==> config.mk <==
export PLATFORM = sky130hd
export DESIGN_NAME = aes_inv_cipher
export DESIGN_NICKNAME = d
export VERILOG_FILES = /design/src/rtl/aes_pkg.sv /design/src/rtl/aes_inv_round.sv /design/src/rtl/aes_inv_cipher.sv
export SDC_FILE = /design/constraint.sdc
export NUM_CORES = 2
export LEC_CHECK = 0
export BUFFER_PORTS_ARGS = -buffer_cell sky130_fd_sc_hd__buf_2
export CORE_AREA = 5 5 649 651
export CTS_BUF_LIST = sky130_fd_sc_hd__clkbuf_4 sky130_fd_sc_hd__clkbuf_8
export CTS_CLUSTER_SIZE = 14
export DETAILED_ROUTE_END_ITERATION = 6
export DIE_AREA = 0 0 654 656
export HOLD_SLACK_MARGIN = 0.02
export SYNTH_ARGS = -nofsm -noshare
export SYNTH_HDL_FRONTEND = slang
export SYNTH_HIERARCHICAL = 1
export SYNTH_SLANG_ARGS = --single-unit
==> constraint.sdc <==
create_clock -name clk -period 6 [get_ports clk]
set_input_delay 0.6 -clock clk [delete_from_list [all_inputs] [get_ports clk]]
set_output_delay 0.6 -clock clk [all_outputs]
set_load 0.01 [all_outputs]
==> src/rtl/aes_pkg.sv <==
// Shared AES helpers: inverse S-box, GF(2^8) multipliers and round-key selection
// from the 1408-bit expanded key schedule.
package aes_pkg;

    localparam int NR_AES128 = 10;
    localparam int KW_AES128 = 128 * (NR_AES128 + 1);

    typedef enum logic [1:0] {
        ST_IDLE = 2'd0,
        ST_BUSY = 2'd1,
        ST_DONE = 2'd2
    } inv_fsm_e;

    localparam logic [0:255][7:0] INV_SBOX = {
        128'h52096ad53036a538bf40a39e81f3d7fb,
        128'h7ce339829b2fff87348e4344c4dee9cb,
        128'h547b9432a6c2233dee4c950b42fac34e,
        128'h082ea16628d924b2765ba2496d8bd125,
        128'h72f8f66486689816d4a45ccc5d65b692,
        128'h6c704850fdedb9da5e154657a78d9d84,
        128'h90d8ab008cbcd30af7e45805b8b34506,
        128'hd02c1e8fca3f0f02c1afbd0301138a6b,
        128'h3a9111414f67dcea97f2cfcef0b4e673,
        128'h96ac7422e7ad3585e2f937e81c75df6e,
        128'h47f11a711d29c5896fb7620eaa18be1b,
        128'hfc563e4bc6d279209adbc0fe78cd5af4,
        128'h1fdda8338807c731b11210592780ec5f,
        128'h60517fa919b54a0d2de57a9f93c99cef,
        128'ha0e03b4dae2af5b0c8ebbb3c83539961,
        128'h172b047eba77d626e169146355210c7d
    };

    // Multiply by x modulo x^8 + x^4 + x^3 + x + 1.
    function automatic logic [7:0] xtime(input logic [7:0] b);
        return {b[6:0], 1'b0} ^ (b[7] ? 8'h1b : 8'h00);
    endfunction

    function automatic logic [7:0] gmul9(input logic [7:0] b);
        logic [7:0] x8;
        x8 = xtime(xtime(xtime(b)));
        return x8 ^ b;
    endfunction

    function automatic logic [7:0] gmul11(input logic [7:0] b);
        logic [7:0] x2, x8;
        x2 = xtime(b);
        x8 = xtime(xtime(x2));
        return x8 ^ x2 ^ b;
    endfunction

    function automatic logic [7:0] gmul13(input logic [7:0] b);
        logic [7:0] x4, x8;
        x4 = xtime(xtime(b));
        x8 = xtime(x4);
        return x8 ^ x4 ^ b;
    endfunction

    function automatic logic [7:0] gmul14(input logic [7:0] b);
        logic [7:0] x2, x4, x8;
        x2 = xtime(b);
        x4 = xtime(x2);
        x8 = xtime(x4);
        return x8 ^ x4 ^ x2;
    endfunction

    function automatic logic [127:0] rk_slice(input logic [KW_AES128-1:0] w, input logic [3:0] r);
        return w[KW_AES128-1-128*int'(r) -: 128];
    endfunction

endpackage

==> src/rtl/aes_inv_round.sv <==
// One combinational InvCipher round: InvShiftRows, InvSubBytes, AddRoundKey and,
// except on the final round, InvMixColumns.
module aes_inv_round
    import aes_pkg::*;
(
    input  logic [127:0] state_i,
    input  logic [127:0] rk_i,
    input  logic         last_i,
    output logic [127:0] state_o
);

    logic [127:0] ark;

    for (genvar c = 0; c < 4; c++) begin : g_col
        logic [7:0] a0, a1, a2, a3;

        for (genvar r = 0; r < 4; r++) begin : g_row
            // Row r was rotated left by r on encrypt, so byte (r,c) comes from column c-r.
            localparam int SRC = 4 * ((c + 4 - r) % 4) + r;
            localparam int DST = 4 * c + r;
            assign ark[127-8*DST -: 8] = INV_SBOX[state_i[127-8*SRC -: 8]] ^ rk_i[127-8*DST -: 8];
        end

        assign a0 = ark[127-32*c -: 8];
        assign a1 = ark[119-32*c -: 8];
        assign a2 = ark[111-32*c -: 8];
        assign a3 = ark[103-32*c -: 8];

        assign state_o[127-32*c -: 32] = last_i ? ark[127-32*c -: 32] : {
            gmul14(a0) ^ gmul11(a1) ^ gmul13(a2) ^ gmul9(a3),
            gmul9(a0)  ^ gmul14(a1) ^ gmul11(a2) ^ gmul13(a3),
            gmul13(a0) ^ gmul9(a1)  ^ gmul14(a2) ^ gmul11(a3),
            gmul11(a0) ^ gmul13(a1) ^ gmul9(a2)  ^ gmul14(a3)
        };
    end

endmodule

==> src/rtl/aes_inv_cipher.sv <==
// Iterative AES-128 decryption core: one InvCipher round per clock between a
// valid/ready input handshake and a registered valid/ready output.
module aes_inv_cipher
    import aes_pkg::*;
#(
    parameter int NR = 10,
    parameter int KW = 128 * (NR + 1)
) (
    input  logic          clk,
    input  logic          rst_n,
    input  logic          in_valid,
    output logic          in_ready,
    input  logic [127:0]  in,
    input  logic [KW-1:0] w,
    output logic          out_valid,
    input  logic          out_ready,
    output logic [127:0]  out
);

    if (NR != NR_AES128 || KW != KW_AES128) begin : g_nr_check
        $error("aes_inv_cipher supports only NR=10 (AES-128)");
    end

    inv_fsm_e     fsm_q, fsm_d;
    logic [127:0] state_q, state_d;
    logic [3:0]   rnd_q, rnd_d;
    logic         in_ready_q;
    logic         accept;
    logic [127:0] rk_cur;
    logic [127:0] round_out;

    assign accept = (fsm_q == ST_IDLE) && in_valid && in_ready_q;
    assign rk_cur = rk_slice(w, rnd_q);

    aes_inv_round u_round (
        .state_i (state_q),
        .rk_i    (rk_cur),
        .last_i  (rnd_q == 4'd0),
        .state_o (round_out)
    );

    // in_ready is registered so it stays low through reset and has no input-to-output path.
    always_ff @(posedge clk or negedge rst_n) begin
        if (!rst_n) begin
            fsm_q      <= ST_IDLE;
            state_q    <= '0;
            rnd_q      <= '0;
            in_ready_q <= 1'b0;
        end else begin
            fsm_q      <= fsm_d;
            state_q    <= state_d;
            rnd_q      <= rnd_d;
            in_ready_q <= (fsm_d == ST_IDLE);
        end
    end

    always_comb begin
        fsm_d   = fsm_q;
        state_d = state_q;
        rnd_d   = rnd_q;
        case (fsm_q)
            ST_IDLE: begin
                if (accept) begin
                    fsm_d   = ST_BUSY;
                    state_d = in ^ rk_slice(w, 4'(NR_AES128));
                    rnd_d   = 4'(NR_AES128 - 1);
                end
            end
            ST_BUSY: begin
                state_d = round_out;
                if (rnd_q == 4'd0) fsm_d = ST_DONE;
                else               rnd_d = rnd_q - 4'd1;
            end
            ST_DONE: begin
                if (out_ready) fsm_d = ST_IDLE;
            end
            default: fsm_d = ST_IDLE;
        endcase
    end

    always_comb begin
        in_ready  = in_ready_q;
        out_valid = (fsm_q == ST_DONE);
        out       = state_q;
    end

endmodule
==> impl_metrics.tcl <==
set metrics [dict create \
    outcome "complete, but fails checks" \
    violations "design-rule violations, max-capacitance violations" \
    finClkSkew_ps 34.3 \
    synth_top_area_share_pct 11.9 \
    start_util_pct 20.8 \
    whs_path_depth 2 \
    wl_per_cell_um 44.1 \
    dr.pass1.iters 7 \
    dp_hpwl_mm 699 \
    critical_path_class "register to register" \
    cp-startpoint "out[49]" \
    vias_per_cell 6.20 \
    r2r_cells 18 \
    nNetsFinal 14800 \
    fp-row-count 237 \
    root_buffer "clkbuf_8" \
    required_ps 6550 \
    drc 9 \
    clk_pin_slew_ps 120 \
    post_cts_buffers 0 \
    hp-start "out_ready" \
    routed_wl_mm 846 \
    synthTopCellsByArea "mux4_2, xnor2_1, a21oi_1" \
    drtIter0Drc 21000 \
    yosys.area.top_type "mux4_2" \
    syn_nets 13400 \
    grt_usage_pct 37.0 \
    finalMaxSlewViolations 0 \
    finalHoldViolations 0 \
    cts_made_buffers 17 \
    placed_cells 18400 \
    cts.sinks 135 \
    portBuffers 1669 \
    endpoint_kind "register" \
    min_period_over_period_pct 99.7 \
    dieArea_um2 429000 \
    syn_area_um2 86500 \
    cap_violations 1 \
    cp-start-kind "register" \
    core_um2 415000 \
    crit-reg2reg-launch "out[49]" \
    synthFlopType "dfrtp_1" \
    final_area_um2 107000 \
    antenna_left 0 \
    postSynthCellCount 11600 \
    die_h_um 656 \
    synth.distinct_cells 118 \
    gp_congestion 1.09 \
    min_path_type "primary input to register" \
    clockBufferDepth 2 \
    fin_crit_ps 5980 \
    ys_warn_count 6 \
    grt_pass1_vias 106000 \
    vias 119000 \
    synth_async_sr_flop_share_pct 100 \
    stdcell_count 19200 \
    worstPathArrival_ps 6540 \
    antenna_found_initial 471 \
    placed_area_um2 104000 \
    utilization_pct 25.7 \
    clk_latency_ps 710 \
    synth.avg_cell_area_um2 7.46 \
    mostFrequentLayoutCells "buf_2, buf_4, a21oi_1, nand2_1, nor2_1" \
    die_x_um 654 \
    grt_max_degree 139 \
    worst_pin_slew_ps 1480 \
    io_pins 1670 \
    cts_tree "done" \
    fmax_mhz 167 \
    relSlewSlack_pct 0.768 \
    ys_seq_area_share_pct 3.91 \
    tns_ps 0 \
    cts_htree_levels 4 \
    grt-ovfl-total 0 \
    grt_pass1_wl_mm 1080 \
    synth-edff-count 0 \
    critPathMaxFanout 14 \
    setup_viol 0 \
    mostFrequentLayoutCell "buf_2" \
    ys_ff_latch 135 \
    drive_gt1_share_pct 28.6 \
    syn2layout_area_growth_pct 23.3 \
]
cells by family after synthesis:
| kind of cell | after synthesis | synth area share [%] |
|---|---|---|
| flip-flops | 135 | 3.91 |
| multiplexers | 886 | 17.1 |
| AND/OR/NAND/NOR | 3561 | 21.1 |
| XOR/XNOR | 1044 | 12.4 |
| AO/OA/AOI/OAI | 3923 | 32.2 |
| adder cells (fa/ha/maj) | 291 | 4.21 |
| buffers and inverters | 1749 | 9.12 |
path summary, 6_finish.rpt:
kind                       endpoint  slack [ps]
hold / removal             fsm_q[1]         110
min in group asynchronous  out[122]         500
max in group asynchronous   out[34]        4350
hold reg to reg             out[92]         580
setup / recovery            out[22]          20
setup reg to reg            out[22]          20
synthesized netlist by cell type (307+ instances only):
cell type  number
mux4_2        456
inv_1         343
nand2b_1      425
buf_2         535
nor2_1        715
xor2_1        309
nand2_1       748
xnor2_1       604
a21oi_1       765
nor2b_1       307
clkbuf_1      605
o21ai_0       576
nand3_1       404
critical path, cell delays in order (launching register included):
cell and delay [ps]:
dfrtp_1 580, inv_1 150, ha_1 500, nor3_1 680
o21ai_0 200, a221oi_1 320, a211oi_1 130, o311ai_1 690
buf_4 230, xor2_1 190, buf_4 250, xnor3_1 470
xnor2_1 370, xor3_1 370, xnor2_1 160, nor2_1 90
a21oi_1 50, o22ai_1 300, a21oi_1 70
metal layers:
layer / up-vias / share of wire (%) / GRT usage [%]
met5: - / 0.13 / 0
met4: 182 / 9.6 / 29.9
met3: 2130 / 13 / 15.7
met2: 9803 / 40 / 51.1
met1: 59000 / 37 / 44.4
li1: 47800 / - / -
what timing repair did:
action	CTS	global route
endpoints found under the setup margin	9	14
gates cloned	0	0
resized for setup	2	9
hold buffers	1	0
endpoints found under the hold margin	58	0
through the flow:
step,hold slack [ps],worst slack [ps]
finish,105,17.8
global route,75.8,-18.1
floorplan,304,455
detailed placement,557,-234
global placement,553,-46.6
CTS,34.3,61.1
sequential cells by signal, indices dropped and copies added (netlist names):
| signal | count |
|---|---|
| rnd_q | 4 |
| in_ready | 1 |
| fsm_q | 2 |
| out | 128 |
cell type report:
class / count / area, um^2
fill: 46400 / 308000
multi-input combinational: 9705 / 75600
timing repair buffer: 2696 / 17000
tap: 5497 / 6880
sequential: 135 / 3530
antenna: 728 / 1820
inverter: 378 / 1430
clock buffer: 17 / 234
clock inverter: 15 / 203
Power is left out: the tool's default activity adds up to more than one toggle a clock period on the data nets, which glitch-free logic cannot reach.
